$ cat src/rtl/cpu7_ifu_fcl_if.sv
// cpu7_ifu_fcl_if: instruction-fetch request/response bus between the fetch control unit and the memory side
interface cpu7_ifu_fcl_if;
  logic inst_req;
  logic [31:0] inst_addr;
  logic inst_addr_ok;
  logic inst_cancel;
  logic inst_valid_f;
  logic [31:0] inst_rdata_f;
  logic inst_ex;
  logic [5:0] inst_exccode;
  modport master (
    output inst_req, inst_addr, inst_cancel,
    input  inst_addr_ok, inst_valid_f, inst_rdata_f, inst_ex, inst_exccode
  );
  modport slave (
    input  inst_req, inst_addr, inst_cancel,
    output inst_addr_ok, inst_valid_f, inst_rdata_f, inst_ex, inst_exccode
  );
endinterface

$ cat src/rtl/cpu7_ifu_fcl.sv
// cpu7_ifu_fcl: fetch control - request generation, redirect/cancel of stale fetches, PC-tagged instruction buffer to decode
module cpu7_ifu_fcl #(
  parameter int IBUF_DEPTH = 2,
  parameter int CNT_W = 2
) (
  input  logic clock,
  input  logic resetn,
  input  logic [31:0] pc_init,
  input  logic exu_ifu_except,
  input  logic [31:0] exu_ifu_eentry,
  input  logic exu_ifu_ertn_e,
  input  logic [31:0] exu_ifu_era,
  input  logic exu_ifu_br_taken,
  input  logic [31:0] exu_ifu_br_target,
  input  logic exu_ifu_stall_req,
  cpu7_ifu_fcl_if.master bus,
  output logic fcl_dec_vld_d,
  output logic [31:0] fcl_dec_inst_d,
  output logic [31:0] fcl_dec_pc_d,
  output logic fcl_dec_ex_d,
  output logic [5:0] fcl_dec_exccode_d
);
  localparam int AW = IBUF_DEPTH > 1 ? $clog2(IBUF_DEPTH) : 1;
  typedef enum logic [1:0] {BOOT, RUN, EXHOLD} state_t;
  state_t state;
  logic [31:0] fetch_pc, target;
  logic [CNT_W-1:0] outstanding, drop_cnt, buf_count, out_nxt;
  logic [AW-1:0] tag_wr, tag_rd, buf_wr, buf_rd;
  logic [31:0] tag_pc [IBUF_DEPTH];
  logic [31:0] buf_inst [IBUF_DEPTH];
  logic [31:0] buf_pc [IBUF_DEPTH];
  logic buf_ex [IBUF_DEPTH];
  logic [5:0] buf_code [IBUF_DEPTH];
  logic redirect, accept, resp, drop, push, pop;
  function automatic logic [AW-1:0] inc(input logic [AW-1:0] p);
    return p == AW'(IBUF_DEPTH - 1) ? '0 : p + AW'(1);
  endfunction
  // Outstanding plus buffered never exceeds the buffer depth, so every response always has a free slot
  always_comb begin
    redirect = exu_ifu_except | exu_ifu_ertn_e | exu_ifu_br_taken;
    target = exu_ifu_except ? exu_ifu_eentry : exu_ifu_ertn_e ? exu_ifu_era : exu_ifu_br_target;
    bus.inst_req = state == RUN && !redirect &&
                   ({1'b0, outstanding} + {1'b0, buf_count} < (CNT_W+1)'(IBUF_DEPTH));
    bus.inst_addr = fetch_pc;
    accept = bus.inst_req & bus.inst_addr_ok;
    resp = bus.inst_valid_f & (outstanding != '0);
    drop = resp & (drop_cnt != '0);
    push = resp & ~drop & ~redirect;
    fcl_dec_vld_d = (buf_count != '0) & ~redirect;
    pop = fcl_dec_vld_d & ~exu_ifu_stall_req;
    out_nxt = outstanding + CNT_W'(accept) - CNT_W'(resp);
    bus.inst_cancel = redirect & (out_nxt != '0);
    fcl_dec_inst_d = buf_inst[buf_rd];
    fcl_dec_pc_d = buf_pc[buf_rd];
    fcl_dec_ex_d = buf_ex[buf_rd];
    fcl_dec_exccode_d = buf_code[buf_rd];
  end
  always_ff @(posedge clock) begin
    if (!resetn) begin
      state <= BOOT;
      fetch_pc <= '0;
      outstanding <= '0;
      drop_cnt <= '0;
      buf_count <= '0;
      tag_wr <= '0;
      tag_rd <= '0;
      buf_wr <= '0;
      buf_rd <= '0;
      for (int i = 0; i < IBUF_DEPTH; i++) begin
        tag_pc[i] <= '0;
        buf_inst[i] <= '0;
        buf_pc[i] <= '0;
        buf_ex[i] <= 1'b0;
        buf_code[i] <= '0;
      end
    end else begin
      outstanding <= out_nxt;
      if (accept) begin
        tag_pc[tag_wr] <= fetch_pc;
        tag_wr <= inc(tag_wr);
      end
      if (resp) tag_rd <= inc(tag_rd);
      if (push) begin
        buf_inst[buf_wr] <= bus.inst_rdata_f;
        buf_pc[buf_wr] <= tag_pc[tag_rd];
        buf_ex[buf_wr] <= bus.inst_ex;
        buf_code[buf_wr] <= bus.inst_exccode;
        buf_wr <= inc(buf_wr);
      end
      // Stale tags stay in the tag FIFO; drop_cnt retires them as their responses return
      if (redirect) begin
        fetch_pc <= target;
        state <= RUN;
        drop_cnt <= out_nxt;
        buf_count <= '0;
        buf_rd <= buf_wr;
      end else begin
        if (accept) fetch_pc <= fetch_pc + 32'd4;
        if (drop) drop_cnt <= drop_cnt - CNT_W'(1);
        buf_count <= buf_count + CNT_W'(push) - CNT_W'(pop);
        if (pop) buf_rd <= inc(buf_rd);
        if (state == BOOT) begin
          fetch_pc <= pc_init;
          state <= RUN;
        end else if (push && bus.inst_ex) begin
          state <= EXHOLD;
        end
      end
    end
  end
endmodule

$ cat src/flat_wrapper.sv
// flat-port wrapper written by rule: the top's interface ports become plain ports
module cpu7_ifu_fcl_flat 
#(
  parameter int IBUF_DEPTH = 2,
  parameter int CNT_W = 2
)
  (clock, resetn, pc_init, exu_ifu_except, exu_ifu_eentry, exu_ifu_ertn_e, exu_ifu_era, exu_ifu_br_taken, exu_ifu_br_target, exu_ifu_stall_req, fcl_dec_vld_d, fcl_dec_inst_d, fcl_dec_pc_d, fcl_dec_ex_d, fcl_dec_exccode_d, bus_inst_req, bus_inst_addr, bus_inst_cancel, bus_inst_addr_ok, bus_inst_valid_f, bus_inst_rdata_f, bus_inst_ex, bus_inst_exccode);
  cpu7_ifu_fcl_if bus_i ();
  input  logic clock;
  input  logic resetn;
  input  logic [31:0] pc_init;
  input  logic exu_ifu_except;
  input  logic [31:0] exu_ifu_eentry;
  input  logic exu_ifu_ertn_e;
  input  logic [31:0] exu_ifu_era;
  input  logic exu_ifu_br_taken;
  input  logic [31:0] exu_ifu_br_target;
  input  logic exu_ifu_stall_req;
  output logic fcl_dec_vld_d;
  output logic [31:0] fcl_dec_inst_d;
  output logic [31:0] fcl_dec_pc_d;
  output logic fcl_dec_ex_d;
  output logic [5:0] fcl_dec_exccode_d;
  output wire logic [$bits(bus_i.inst_req)-1:0] bus_inst_req;
  output wire logic [$bits(bus_i.inst_addr)-1:0] bus_inst_addr;
  output wire logic [$bits(bus_i.inst_cancel)-1:0] bus_inst_cancel;
  input wire logic [$bits(bus_i.inst_addr_ok)-1:0] bus_inst_addr_ok;
  input wire logic [$bits(bus_i.inst_valid_f)-1:0] bus_inst_valid_f;
  input wire logic [$bits(bus_i.inst_rdata_f)-1:0] bus_inst_rdata_f;
  input wire logic [$bits(bus_i.inst_ex)-1:0] bus_inst_ex;
  input wire logic [$bits(bus_i.inst_exccode)-1:0] bus_inst_exccode;
  assign bus_inst_req = bus_i.inst_req;
  assign bus_inst_addr = bus_i.inst_addr;
  assign bus_inst_cancel = bus_i.inst_cancel;
  assign bus_i.inst_addr_ok = bus_inst_addr_ok;
  assign bus_i.inst_valid_f = bus_inst_valid_f;
  assign bus_i.inst_rdata_f = bus_inst_rdata_f;
  assign bus_i.inst_ex = bus_inst_ex;
  assign bus_i.inst_exccode = bus_inst_exccode;
  cpu7_ifu_fcl #(.IBUF_DEPTH(IBUF_DEPTH), .CNT_W(CNT_W)) u_core (.clock(clock), .resetn(resetn), .pc_init(pc_init), .exu_ifu_except(exu_ifu_except), .exu_ifu_eentry(exu_ifu_eentry), .exu_ifu_ertn_e(exu_ifu_ertn_e), .exu_ifu_era(exu_ifu_era), .exu_ifu_br_taken(exu_ifu_br_taken), .exu_ifu_br_target(exu_ifu_br_target), .exu_ifu_stall_req(exu_ifu_stall_req), .bus(bus_i), .fcl_dec_vld_d(fcl_dec_vld_d), .fcl_dec_inst_d(fcl_dec_inst_d), .fcl_dec_pc_d(fcl_dec_pc_d), .fcl_dec_ex_d(fcl_dec_ex_d), .fcl_dec_exccode_d(fcl_dec_exccode_d));
endmodule
$ cat config.mk
export PLATFORM = sky130hd
export DESIGN_NAME = cpu7_ifu_fcl_flat
export DESIGN_NICKNAME = d
export VERILOG_FILES = /design/src/rtl/cpu7_ifu_fcl_if.sv /design/src/rtl/cpu7_ifu_fcl.sv /design/src/flat_wrapper.sv
export SDC_FILE = /design/constraint.sdc
export NUM_CORES = 1
export LEC_CHECK = 0
export CAP_MARGIN = 10
export CORE_MARGIN = 2
export CORE_UTILIZATION = 35
export DETAILED_ROUTE_END_ITERATION = 12
export PLACE_DENSITY = 0.56
export REMOVE_ABC_BUFFERS = 1
export SKIP_LAST_GASP = 1
export SLEW_MARGIN = 40
export SYNTH_ARGS = -nofsm -noshare
export SYNTH_HDL_FRONTEND = slang
export SYNTH_SLANG_ARGS = --single-unit
export TNS_END_PERCENT = 20
$ cat constraint.sdc
create_clock -name clock -period 13.3 [get_ports clock]
set_input_delay 3.325 -clock clock [delete_from_list [all_inputs] [get_ports clock]]
set_output_delay 3.325 -clock clock [all_outputs]
set_load 0.05 [all_outputs]
**Word level (Yosys, flattened, before mapping)**

Memory sizes are Yosys's and may differ from the RTL's. A register that Yosys moved wholly into a read port is not among the register bits.
Cells that the tools add are included.

- Memory bits (writable): 206
- Input bits: 175
- Memories kept: 5
- Word-level logic and storage cells: 110
- Bits in registers: 44

- Equal/unequal tests: 1
- Bitwise gates (word level): 14
- $add $sub $neg: 11
- $lt $le $gt $ge: 1
- Reductions and logical operators: 20
- Muxes and demuxes: 48

Memory list:

| name | words | bits a word | read ports | clocked after memory_dff | wr ports | line | RTL |
|---|---|---|---|---|---|---|---|
| u_core.buf_inst | 2 | 32 | 1 | 1 | 2 | cpu7_ifu_fcl.sv:30 | `logic [31:0] buf_inst [IBUF_DEPTH];` |
| u_core.buf_pc | 2 | 32 | 1 | 1 | 2 | cpu7_ifu_fcl.sv:31 | `logic [31:0] buf_pc [IBUF_DEPTH];` |
| u_core.tag_pc | 2 | 32 | 1 | 1 | 2 | cpu7_ifu_fcl.sv:29 | `logic [31:0] tag_pc [IBUF_DEPTH];` |
| u_core.buf_code | 2 | 6 | 1 | 1 | 2 | cpu7_ifu_fcl.sv:33 | `logic [5:0] buf_code [IBUF_DEPTH];` |
| u_core.buf_ex | 2 | 1 | 1 | 1 | 2 | cpu7_ifu_fcl.sv:32 | `logic buf_ex [IBUF_DEPTH];` |

Operators by type and width:

| kind | count |
|---|---|
| $mux 32 | 8 |
| $reduce_or 32->1 | 3 |
| $mux 1 | 37 |
| $add 32x3->32 const B | 1 |
| $reduce_bool 2->1 | 6 |
| $and 1x1->1 | 8 |
| $mux 6 | 1 |
| $reduce_bool 3->1 | 2 |
| $reduce_or 6->1 | 1 |
| $add 1x1->1 const B | 4 |
| $add 2x1->2 | 2 |
| $mux 2 | 2 |
| $not 1->1 | 4 |
| $sub 2x1->2 | 2 |
| $add 2x2->3 | 1 |
| $logic_and 1x1->1 | 3 |
| $lt 3x2->1 const B | 1 |
| $reduce_or 3->1 | 1 |
| $eq 2x1->1 const B | 1 |
| $logic_not 2->1 | 1 |
| $or 1x1->1 | 2 |
| $reduce_or 2->1 | 1 |
| $sub 2x1->2 const B | 1 |
| $logic_not 1->1 | 1 |
| $reduce_or 1->1 | 1 |

**Logic depth before layout (Yosys ltp)**

- Word-level depth: 11
- Mapped depth: 11
- Mapped depth without buffers: 11

**Worst setup path after synthesis**

Ideal clock, no wire load.

- Path type: input to register
- From: in exu_ifu_br_taken
- To: mem u_core.buf_code[0][0] (enable)
- Stages on the path: 4
- Setup time: 595 ps
- Slack: 3,908 ps
- Arrival: 8,797 ps
- Buffers on the path: 1
- Required time: 12,705 ps
- Cells stage by stage: clkbuf_1 > nor3_4 > nand3_1 > o21ai_0

RTL lines:

| element | line | RTL |
|---|---|---|
| from (decl) | flat_wrapper.sv:16 | `input logic exu_ifu_br_taken;` |
| to (decl) | cpu7_ifu_fcl.sv:33 |  |

**Final worst setup path**

- From: in bus_inst_addr_ok
- To: out bus_inst_cancel

- Cells in the longest elaborated chain, start to end: 5

RTL lines:

| element | line | RTL |
|---|---|---|
| from (decl) | flat_wrapper.sv:27 | `input wire logic [$bits(bus_i.inst_addr_ok)-1:0] bus_inst_addr_ok;` |
| $and 1x1->1 | cpu7_ifu_fcl.sv:45 | `accept = bus.inst_req & bus.inst_addr_ok;` |
| net u_core.accept | cpu7_ifu_fcl.sv:34 | `logic redirect, accept, resp, drop, push, pop;` |
| $add 2x1->2 | cpu7_ifu_fcl.sv:51 | `out_nxt = outstanding + CNT_W'(accept) - CNT_W'(resp);` |
| $sub 2x1->2 | cpu7_ifu_fcl.sv:51 |  |
| $reduce_bool 2->1 | cpu7_ifu_fcl.sv:52 | `bus.inst_cancel = redirect & (out_nxt != '0);` |
| $and 1x1->1 | cpu7_ifu_fcl.sv:52 |  |
| to (decl) | flat_wrapper.sv:26 | `output wire logic [$bits(bus_i.inst_cancel)-1:0] bus_inst_cancel;` |

The timed path passes the listed nets, and every way through them passes these cells.

==> impl_results.html <==
<table>
<tr><th>Metric</th><th>Value</th></tr>
<tr><th colspan="2">Run status</th></tr>
<tr><td>Result of the run</td><td>complete, no violations</td></tr>
<tr><th colspan="2">Global routing</th></tr>
<tr><td>GR Util met2</td><td>0.3114</td></tr>
<tr><td>Congestion Overflow GR</td><td>0</td></tr>
<tr><td>Antenna violations before repair</td><td>0</td></tr>
<tr><td>Largest net degree at the start of global routing</td><td>71</td></tr>
<tr><td>Most utilized layer in the global route result</td><td>met2</td></tr>
<tr><td>Grt met1 use</td><td>0.2317</td></tr>
<tr><td>Number of global-route vias before repair</td><td>just over 9000</td></tr>
<tr><td>Global-route wire length before repair</td><td>52.16 mm</td></tr>
<tr><td>Met3 Use GR</td><td>0.04422</td></tr>
<tr><td>All-layer global routing usage</td><td>0.1835</td></tr>
<tr><th colspan="2">CTS</th></tr>
<tr><td>Clk Tree Root Cell</td><td>sky130_fd_sc_hd__clkbuf_16</td></tr>
<tr><td>CTS Buffer Depth</td><td>3</td></tr>
<tr><td>H-tree levels</td><td>1</td></tr>
<tr><td>Clock insertion delay at the later pin of the skew report</td><td>0.54 ns</td></tr>
<tr><td>Hold-fix buffer count after cts</td><td>0</td></tr>
<tr><td>CTS tree</td><td>built</td></tr>
<tr><td>CTS buffer count</td><td>28</td></tr>
<tr><td>Post-CTS setup buffers</td><td>0</td></tr>
<tr><td>CTS clock-pin slew for the worst setup and hold paths</td><td>approximately 0.06 ns</td></tr>
<tr><td>Resize count post-CTS</td><td>0</td></tr>
<tr><td>Clock sink count</td><td>around 250</td></tr>
<tr><th colspan="2">Die</th></tr>
<tr><td>Placement row count</td><td>68</td></tr>
<tr><td>Total die area</td><td>roughly 37000 sq um</td></tr>
<tr><td>Initial core utilization</td><td>0.3567</td></tr>
<tr><td>Core Box Area</td><td>34630 sq um</td></tr>
<tr><td>Number of primary I/O pins</td><td>around 280</td></tr>
<tr><td>Chip Height</td><td>between 150 and 200 um</td></tr>
<tr><td>Die Width</td><td>between 150 and 200 um</td></tr>
<tr><th colspan="2">Drt</th></tr>
<tr><td>Detailed-router iteration count before antenna repair</td><td>6</td></tr>
<tr><td>Routed len/inst</td><td>18.87 um</td></tr>
<tr><td>Final ANT Viol Nets</td><td>0</td></tr>
<tr><td>Number of vias in the routed layout</td><td>slightly above 9000</td></tr>
<tr><td>Remaining DRCs</td><td>0</td></tr>
<tr><td>Post-Route WL</td><td>roughly 34 mm</td></tr>
<tr><td>Drt via density</td><td>between 5 and 6</td></tr>
<tr><td>Number of DRC violations after detailed-routing iteration 0</td><td>between 600 and 700</td></tr>
<tr><th colspan="2">Timing</th></tr>
<tr><td>Hold violation count in the final report</td><td>0</td></tr>
<tr><td>Worst slew margin relative to its limit</td><td>0.4853</td></tr>
<tr><td>Worst setup slack after layout</td><td>about 3.5 ns</td></tr>
<tr><td>Final number of setup-violating endpoints</td><td>0</td></tr>
<tr><td>Shortest period the worst path allows</td><td>9.757 ns</td></tr>
<tr><td>RSZ-0062 raised after global routing</td><td>no</td></tr>
<tr><td>Period Utilization, post-route</td><td>0.7336</td></tr>
<tr><td>Achievable clock frequency</td><td>just over 0.1 GHz</td></tr>
<tr><td>Slew at the pin closest to its max-slew limit</td><td>0.7657 ns</td></tr>
<tr><td>Summed negative setup slack over all endpoints</td><td>0 ns</td></tr>
<tr><td>Slew Viols, Final</td><td>0</td></tr>
<tr><td>Layout Skew</td><td>around 0.016 ns</td></tr>
<tr><th colspan="2">Critical path</th></tr>
<tr><td>CP dominant cell by count</td><td>sky130_fd_sc_hd__clkdlybuf4s50_1</td></tr>
<tr><td>Kind of end point of the critical path</td><td>output pin</td></tr>
<tr><td>Critical path startpoint category</td><td>input pin</td></tr>
<tr><td>Largest incremental delay on the critical path</td><td>approximately 0.84 ns</td></tr>
<tr><td>Worst path cell trace</td><td>clkdlybuf4s50_1 -&gt; nor4b_2 -&gt; nand2_1 -&gt; nor2_1 -&gt; ha_1 -&gt; xor2_1 -&gt; xnor2_1 -&gt; a21oi_1 -&gt; clkdlybuf4s50_1</td></tr>
<tr><td>Data required time of the worst path</td><td>approximately 10 ns</td></tr>
<tr><td>Reg-to-reg startpoint</td><td>u_core.buf_count[0]$_SDFF_PP0_</td></tr>
<tr><td>Critical Path AT</td><td>6.43 ns</td></tr>
<tr><td>Cell family with most CP delay</td><td>buffers and inverters</td></tr>
<tr><td>CP Max Fanout</td><td>10</td></tr>
<tr><td>Slowest stage cell, crit path</td><td>sky130_fd_sc_hd__clkdlybuf4s50_1</td></tr>
<tr><td>Buffers plus inverters on the worst setup path</td><td>2</td></tr>
<tr><td>Critical setup path kind</td><td>input pin to output pin</td></tr>
<tr><td>Worst reg2reg setup slack</td><td>between 9 and 10 ns</td></tr>
<tr><td>Worst setup startpoint</td><td>bus_inst_addr_ok</td></tr>
<tr><th colspan="2">Power</th></tr>
<tr><td>Cell area power density</td><td>around 130 nW/um^2</td></tr>
<tr><td>Highest ir drop seen on vdd</td><td>105.3 uV</td></tr>
<tr><td>Static power due to leakage</td><td>5.867 nW</td></tr>
<tr><th colspan="2">Layout</th></tr>
<tr><td>Area Overhead vs Synth</td><td>33.66%</td></tr>
<tr><td>Most frequent standard cell in the layout excluding fill and tap cells</td><td>sky130_fd_sc_hd__clkdlybuf4s50_1</td></tr>
<tr><td>Share of post-route cells with drive strength above 1</td><td>0.1244</td></tr>
<tr><td>Post-layout net count</td><td>1533</td></tr>
<tr><td>Number of fill cells in the layout</td><td>~3200</td></tr>
<tr><td>Number of diodes</td><td>0</td></tr>
<tr><td>Commonest cells after routing, fill and taps aside</td><td>278 x sky130_fd_sc_hd__clkdlybuf4s50_1, 204 x sky130_fd_sc_hd__edfxtp_1, 133 x sky130_fd_sc_hd__and2_1, 127 x sky130_fd_sc_hd__nor2_1, 81 x sky130_fd_sc_hd__nand2_1</td></tr>
<tr><th colspan="2">Placement</th></tr>
<tr><td>Half-perimeter wire length of the detailed placement result</td><td>between 20 and 25 mm</td></tr>
<tr><td>Routability cong.</td><td>between 0.7 and 0.8</td></tr>
<tr><td>Port Buf Inserts</td><td>280</td></tr>
<tr><td>Placement Setup Slack</td><td>roughly 3.5 ns</td></tr>
<tr><th colspan="2">Yosys</th></tr>
<tr><td>Flip-flop cell with the highest count after synthesis</td><td>sky130_fd_sc_hd__edfxtp_1</td></tr>
<tr><td>Asr flop ratio synth</td><td>0</td></tr>
<tr><td>Post-synth cell types</td><td>66</td></tr>
<tr><td>Share of synthesized area occupied by flip-flops and latches</td><td>0.5737</td></tr>
<tr><td>Syn. warnings</td><td>0</td></tr>
<tr><td>Post-synthesis area per instance</td><td>about 11 sq um</td></tr>
<tr><td>Synth Instances</td><td>1097</td></tr>
<tr><td>Total standard cell area after synthesis</td><td>around 12000 sq um</td></tr>
<tr><td>Number of enable-type register cells in the synthesized netlist</td><td>just over 200</td></tr>
<tr><td>Number of synthesized register bits</td><td>between 200 and 300</td></tr>
<tr><th colspan="2">Min path</th></tr>
<tr><td>HP Start</td><td>u_core.buf_ex[1]$_DFF_P_</td></tr>
<tr><td>Hold Path Class</td><td>flop to flop</td></tr>
<tr><th colspan="2">Run</th></tr>
<tr><td>Number of max-cap violations</td><td>0</td></tr>
</table>
[report_power, final]
group | switching, mW | total [mW] | internal, mW
Combinational | 0.225 | 0.393 | 0.169
Sequential | 0.0514 | 0.946 | 0.894
Clock | 0.299 | 0.748 | 0.450
Total | 0.575 | 2.09 | 1.51
[path summary, 6_finish.rpt]
kind,to,cells past startpoint
worst max-delay path,bus_inst_cancel,9
worst min-delay path,u_core.buf_ex[1]$_DFF_P_,2
worst max register to register,u_core.tag_pc[1][24]$_SDFFCE_PN0P_,8
worst min register to register,u_core.buf_ex[1]$_DFF_P_,2
[sequential cells by signal, indices dropped and copies added, names as in the netlist, named ones only]
| signal | flops |
|---|---|
| u_core.buf_code | 12 |
| u_core.buf_count | 2 |
| u_core.buf_ex | 2 |
| u_core.buf_inst | 64 |
| u_core.buf_pc | 64 |
| u_core.buf_rd | 1 |
| u_core.buf_wr | 1 |
| u_core.bus.inst_addr | 32 |
| u_core.drop_cnt | 2 |
| u_core.outstanding | 2 |
| u_core.state | 2 |
| u_core.tag_pc | 64 |
| u_core.tag_rd | 1 |
| u_core.tag_wr | 1 |
[per-layer routing]
layer / up-vias / routed length, um
met4: 0 / 871
met2: 335 / 16040
met1: 4366 / 14700
met5: - / 0
li1: 4450 / -
met3: 63 / 2778
[cell usage after synthesis, drive strengths merged, types with 8 or more instances]
library cell | instances | area [sq um]
buf | 13 | 88.83
nor2 | 127 | 476.7
mux2 | 72 | 810.8
o221a | 10 | 112.6
mux2i | 34 | 340.3
nor3 | 20 | 116.4
nand3 | 17 | 90.09
a21oi | 55 | 275.3
o21ai | 36 | 180.2
clkbuf | 64 | 247.7
and2 | 136 | 853.3
nand3b | 16 | 120.1
inv | 17 | 63.81
edfxtp | 204 | 6126
a31oi | 15 | 93.84
xnor2 | 16 | 140.1
nand4 | 8 | 65.06
nor4 | 13 | 102.6
dfxtp | 48 | 960.9
nand2 | 82 | 307.8
[layout make-up]
cell class,instances,area (sq um),area share
Inverter,19,71.32,0.004320
Clock buffer,39,793.3,0.04805
Tap cell,455,569.3,0.03448
Multi-Input combinational cell,749,4906,0.2972
Timing Repair Buffer,301,2987,0.1809
Sequential cell,252,7094,0.4297
Clock inverter,7,88.84,0.005381
[logic make-up after synthesis]
kind of cell | Yosys count | share of synthesized area
adders and majority gates | 7 | 0.007698
muxes | 106 | 0.09319
AOI/OAI and AO/OA | 167 | 0.08732
buffers and inverters | 96 | 0.03302
DFF | 252 | 0.5737
xor gates and xnor gates | 23 | 0.01631
and+or+nand+nor | 446 | 0.1887
[stage by stage]
step           power [mW]  area, sq um  instances    util  hold WS [ns]
6_report            2.087        16510       1822  0.4768        0.4713
5_1_grt             2.169        16510       1822  0.4768        0.4980
4_1_cts             2.111        16510       1822  0.4768        0.4744
3_5_place_dp        1.359        15630       1776  0.4513        0.4667
3_3_place_gp        1.356        15560       1773  0.4494        0.4654
2_1_floorplan       1.183        12020       1020       -        0.4436
[worst min-delay path: stages (launching register included)]
cell and delay, ns:
sky130_fd_sc_hd__dfxtp_1 0.31, sky130_fd_sc_hd__nand3_1 0.07, sky130_fd_sc_hd__nand2_1 0.05
No activity file was read; power rests on OpenSTA's default activity.
